==> src/rtl/jalr_btb_pkg.sv <==
// Shared frontend types: VLEN, the branch resolution stream and the JALR BTB entry.
// JALR_BTB_CONF_EN adds a 2-bit confidence counter to each BTB entry.
package riscv;
  localparam int unsigned VLEN = 32;
endpackage

package ariane_pkg;
  typedef enum logic [2:0] {
    NoCF,
    Branch,
    Jump,
    JumpR,
    Return
  } cf_t;

  typedef struct packed {
    logic                   valid;
    logic [riscv::VLEN-1:0] pc;
    logic [riscv::VLEN-1:0] target_address;
    logic                   is_mispredict;
    logic                   is_taken;
    cf_t                    cf_type;
  } bp_resolve_t;

  localparam int unsigned JALR_BTB_TAG_W = riscv::VLEN - 1;

  typedef struct packed {
    logic                      valid;
    logic [JALR_BTB_TAG_W-1:0] tag;
    logic [riscv::VLEN-1:0]    target;
`ifdef JALR_BTB_CONF_EN
    logic [1:0]                conf;
`endif
  } jalr_btb_entry_t;
endpackage

==> src/rtl/jalr_btb.sv <==
// Fully-associative BTB for indirect jumps; learns from JumpR mispredicts, predicts one cycle after lookup.
// JALR_BTB_CONF_EN: 2-bit confidence counter gates target replacement on mispredict hits.
module jalr_btb
  import ariane_pkg::*;
#(
  parameter int unsigned NR_ENTRIES = 8
) (
  input  logic                   clk_i,
  input  logic                   rst_i,
  input  logic                   flush_i,
  input  logic                   debug_mode_i,
  input  bp_resolve_t            resolved_branch_i,
  input  logic                   lookup_valid_i,
  input  logic [riscv::VLEN-1:0] lookup_pc_i,
  output logic                   predict_valid_o,
  output logic                   predict_hit_o,
  output logic [riscv::VLEN-1:0] predict_address_o
);
  localparam int unsigned PTR_W = $clog2(NR_ENTRIES);

  jalr_btb_entry_t           entries_q [NR_ENTRIES];
  jalr_btb_entry_t           entries_d [NR_ENTRIES];
  logic [PTR_W-1:0]          rr_q, rr_d;
  logic [JALR_BTB_TAG_W-1:0] upd_tag, lkp_tag;
  logic [NR_ENTRIES-1:0]     upd_match, lkp_match;
  logic [PTR_W-1:0]          upd_idx;
  logic                      upd_hit, upd_en, lkp_fire;
  logic [riscv::VLEN-1:0]    lkp_target;
  logic                      unused_bits;

  assign upd_tag     = resolved_branch_i.pc[riscv::VLEN-1:1];
  assign lkp_tag     = lookup_pc_i[riscv::VLEN-1:1];
  assign unused_bits = ^{resolved_branch_i.is_taken, resolved_branch_i.pc[0], lookup_pc_i[0]};

  assign upd_en = resolved_branch_i.valid && (resolved_branch_i.cf_type == JumpR)
                  && !debug_mode_i && !flush_i;
  assign lkp_fire = lookup_valid_i && !flush_i;

  // Tags are unique, so at most one entry matches and OR-reducing targets selects it.
  always_comb begin
    upd_match  = '0;
    lkp_match  = '0;
    upd_idx    = '0;
    lkp_target = '0;
    for (int unsigned i = 0; i < NR_ENTRIES; i++) begin
      upd_match[i] = entries_q[i].valid && (entries_q[i].tag == upd_tag);
      lkp_match[i] = entries_q[i].valid && (entries_q[i].tag == lkp_tag);
      if (upd_match[i]) upd_idx = PTR_W'(i);
      if (lkp_match[i]) lkp_target = lkp_target | entries_q[i].target;
    end
  end

  assign upd_hit = |upd_match;

  always_comb begin
    entries_d = entries_q;
    rr_d      = rr_q;
    if (flush_i) begin
      for (int unsigned i = 0; i < NR_ENTRIES; i++) entries_d[i].valid = 1'b0;
      rr_d = '0;
    end else if (upd_en) begin
      if (resolved_branch_i.is_mispredict) begin
        if (upd_hit) begin
`ifdef JALR_BTB_CONF_EN
          if (entries_q[upd_idx].conf <= 2'd1) begin
            entries_d[upd_idx].target = resolved_branch_i.target_address;
            entries_d[upd_idx].conf   = 2'd1;
          end else begin
            entries_d[upd_idx].conf = entries_q[upd_idx].conf - 2'd1;
          end
`else
          entries_d[upd_idx].target = resolved_branch_i.target_address;
`endif
        end else begin
          entries_d[rr_q].valid  = 1'b1;
          entries_d[rr_q].tag    = upd_tag;
          entries_d[rr_q].target = resolved_branch_i.target_address;
`ifdef JALR_BTB_CONF_EN
          entries_d[rr_q].conf   = 2'd1;
`endif
          rr_d = rr_q + 1'b1;
        end
      end
`ifdef JALR_BTB_CONF_EN
      else if (upd_hit && (entries_q[upd_idx].conf != 2'd3)) begin
        entries_d[upd_idx].conf = entries_q[upd_idx].conf + 2'd1;
      end
`endif
    end
  end

  always_ff @(posedge clk_i or posedge rst_i) begin
    if (rst_i) begin
      for (int unsigned i = 0; i < NR_ENTRIES; i++) entries_q[i] <= '0;
      rr_q              <= '0;
      predict_valid_o   <= 1'b0;
      predict_hit_o     <= 1'b0;
      predict_address_o <= '0;
    end else begin
      entries_q         <= entries_d;
      rr_q              <= rr_d;
      predict_valid_o   <= lkp_fire;
      predict_hit_o     <= lkp_fire && (|lkp_match);
      predict_address_o <= lkp_fire ? lkp_target : '0;
    end
  end
endmodule

==> config.mk <==
export PLATFORM = sky130hd
export DESIGN_NAME = jalr_btb
export DESIGN_NICKNAME = d
export VERILOG_FILES = /design/src/rtl/jalr_btb_pkg.sv /design/src/rtl/jalr_btb.sv
export SDC_FILE = /design/constraint.sdc
export NUM_CORES = 2
export LEC_CHECK = 0
export BUFFER_PORTS_ARGS = -buffer_cell sky130_fd_sc_hd__buf_2
export CORE_MARGIN = 4
export CORE_UTILIZATION = 45
export CTS_BUF_LIST = sky130_fd_sc_hd__clkbuf_8
export CTS_CLUSTER_SIZE = 28
export DETAILED_ROUTE_END_ITERATION = 7
export GPL_TIMING_DRIVEN = 1
export PLACE_DENSITY = 0.67
export SLEW_MARGIN = 30
export SYNTH_ARGS = -nofsm -noshare
export SYNTH_HDL_FRONTEND = slang
export SYNTH_SLANG_ARGS = --single-unit
==> constraint.sdc <==
create_clock -name clk_i -period 36.2 [get_ports clk_i]
set_clock_uncertainty 0.05 [all_clocks]
set_input_delay 7.24 -clock clk_i [delete_from_list [all_inputs] [get_ports clk_i]]
set_output_delay 7.24 -clock clk_i [all_outputs]
set_load 0.01 [all_outputs]
==> impl_results.md <==
* Final hold violations at 0
* Drt wl/cell at 26.8 µm
* Share of cells above drive strength 1 at 34.9%
* Yosys top cell area share at 48.9%
* Multi-input gate area at 0.0135 mm²
* Area delta synth->final at 10.8%
* ANT nets after route at 0
* Comb power frac at 8.2%
* Achievable Freq at 0.0933 GHz
* Clock buffer depth at 3
* GRT Residual Overflow at 0
* Io pins at around 140
* Cts hold-fix bufs at 0
* Die W at approximately 260 µm
* CP arrival at approximately 11 ns
* Switching Power at ~340 µW
* First-pass GRT wire length at 126000 µm
* Drt pass-1 iters at 6
* Synthesized area at about 0.028 mm²
* Final setup vio count at 0
* Max_cap viols at 0
* Post-synth EDFFs at 0
* Crit Path Max Fanout at 33
* FP Rows at 91
* Initial antenna violation count at 8
* Met1 wire length at about 36000 µm
* PortBufs at 137
* Clock power share at 43.2%
* Int Power at 960 µW
* Most frequent cells in the layout: dfrtp_1 (549), mux2_2 (447), xor2_1 (249), xnor2_1 (247), buf_2 (137)
* Commonest non-fill, non-tap cell in the layout: dfrtp_1
* Pre-CTS WS at 24.89 ns
* Worst-margin pin slew at 0.877 ns
* Clk sinks at 549
* Syn_nets at 2292
* Reg clk slew, reported paths at 0.06 ns
* Largest net degree at the start of global routing at 167
* WP data required at about 37 ns
* Critical path type: input pin to flop
* Post-synth top area cell: dfrtp_1
* CTS buffer count at 91
* Vias in the first global route at 19700
* Nets at 2381
* CTS Root Cell: clkbuf_8
* P per Cell Area at 41.8 mW/mm²
* Post-synth ARST share at 100%
* Die height at ~260 µm
* Fin worst setup slack at 25.48 ns
* Startpoint types: input pin
* Tcrit/Tclk final at 29.6%
* Wire length on met3 at between 6000 and 7000 µm
* GRT Util Overall at approximately a quarter
* Fill cells at 5310
* Via count at 19000
* Critical path's largest stage delay at 0.80 ns
* Worst vdd ir at 0.0000237 V
* Synth area leaders: dfrtp_1 (49%), mux2_2 (18%), xor2_1 (7.8%)
* Max-slew headroom at the worst pin at 41.1%
* Total power at around 1.3 mW
* Core box area at 0.0618 mm²
* Post-route insts no fill at 3187
* RSZ-0062 raised after global routing: no
* Post-CTS setup buffer count at 0
* Syn Inst Count at 2184
* CP Cell Sequence: buf_2 -> xor2_1 -> nor4_1 -> nand2_1 -> nor4_2 -> or4_4 -> nor4_4 -> buf_4 -> a31oi_4 -> buf_4 -> mux2_2
* Clock Latency Late Sink at roughly 0.70 ns
* Post-synth top flop: dfrtp_1
* Worst min-delay path class: flop to flop
* Register Area at between 0.01 and 0.015 mm²
* Setup_tns at 0 ns
* Global placer's final weighted congestion at about 0.93
* Top routing layer in use: met5
* Pins Over Slew Limit at 0
* Mean Syn Cell Area at around 13 µm²
* Final min period at 10.72 ns
* Dpl cells at 3016
* Synth warn at 0
* Synth cell types at 53
* Crit-path slowest cell: nor4_2
* Crit. End Element: flop
* Synth Register Bits at 549
* Sequential share of the synthesized area at 48.9%
* Via-to-Cell Ratio at 5.97
* CTS tree: yes
* H-tree Lvls at 3
* Switching Fraction at 26.3%
* Cts repair resizes at 0
* Wire length on met2 at 38900 µm
* Outcome: finished clean
* Leakage Power at 14.6 nW
* Sequential fraction of design power at 48.6%
* WL final at 85400 µm
* Post-route DRC at 0
* Iter 0 DRT Violations at 1475
* Initial Utilization at around 45%
* Area of the die at between 0.06 and 0.07 mm²
* Placed wire-length estimate at just over 50000 µm
* Most common cell on crit path: buf_4
==> power groups by stage <==
stage          registers [mW]  clock network (mW)  logic, mW
6_report                0.633               0.563      0.107
3_3_place_gp            0.643                   0      0.103
4_1_cts                 0.633               0.574      0.105
2_1_floorplan           0.642                   0     0.0691
5_1_grt                 0.634               0.601      0.114
3_5_place_dp            0.644                   0      0.105
==> worst max-delay path, delay by kind of cell <==
family | cells | cell delay (ns)
compound gates | 1 | 0.19
xor+xnor | 1 | 0.20
buf+inv | 3 | 1.41
mux | 1 | 0.42
simple gates | 5 | 1.72
==> path summary, 6_finish.rpt <==
path                                        from        endpoint  slack (ns)  cells after the start
setup / recovery           resolved_branch_i[47]  entries_q[460]       25.48                     11
hold / removal                    entries_q[403]  entries_q[403]        0.44                      1
setup reg to reg                  entries_q[420]  entries_q[460]       32.15                     10
hold reg to reg                   entries_q[403]  entries_q[403]        0.44                      1
max in group asynchronous                  rst_i  entries_q[345]       27.71                      4
min in group asynchronous                  rst_i  entries_q[300]        6.60                      2
==> cell type report <==
cell class,instances,area share (%)
Tap cell,837,3.36
Inverter,6,0.0964
Timing Repair Buffer,167,3.08
Clock buffer,121,5.35
Sequential cell,549,44.1
Multi-Input combinational cell,1458,43.2
Antenna cell,5,0.0402
Clock inverter,44,0.783
==> cells by family after synthesis <==
kind of cell | after synthesis | share of synthesized area, %
xor+xnor | 496 | 15.5
compound gates | 173 | 4.92
fa+ha+maj | 1 | 0.0445
buf+inv | 177 | 3.61
flops | 549 | 48.9
mux | 504 | 20.6
simple gates | 284 | 6.51
==> metal layers <==
layer	global-route usage [%]	vias to the layer above
met5	0	-
met4	11.0	6
met3	5.71	209
met2	39.0	822
met1	34.3	9904
li1	-	8096
==> synthesized netlist by cell type, types with 3 or more instances <==
master    instances
a221oi_1         10
buf_6             9
nand2_1          32
buf_2            63
nor4_1           95
nor4b_1           3
a222oi_1         13
a21o_1            8
buf_4            41
a41oi_1          22
a21oi_1           3
clkbuf_1         54
xor2_1          249
nand3_1           3
nor2_1           12
buf_12            3
mux2_2          447
dfrtp_1         549
mux2_4           30
a22oi_1          83
nor4_4            7
mux2_1           26
xnor2_1         247
or4_1             6
a22o_1           10
inv_1             5
nand2b_1          3
a31oi_1          11
nand4_1         107
==> state kept, by name, summed over array words and instances, names as in the netlist <==
| signal | flops |
|---|---|
| predict_hit_o | 1 |
| entries_q | 512 |
| rr_q | 3 |
| predict_valid_o | 1 |
| predict_address_o | 32 |
==> per-stage QoR <==
stage | hold slack (ns) | util (%) | instance area (µm²)
4_1_cts | 0.441 | 50.3 | 31100
3_3_place_gp | 0.418 | 47.2 | 29200
3_5_place_dp | 0.426 | 47.2 | 29200
6_report | 0.440 | 50.4 | 31200
2_1_floorplan | 0.408 | - | 28100
5_1_grt | 0.455 | 50.4 | 31200
Power figures use the tool's default switching activity.
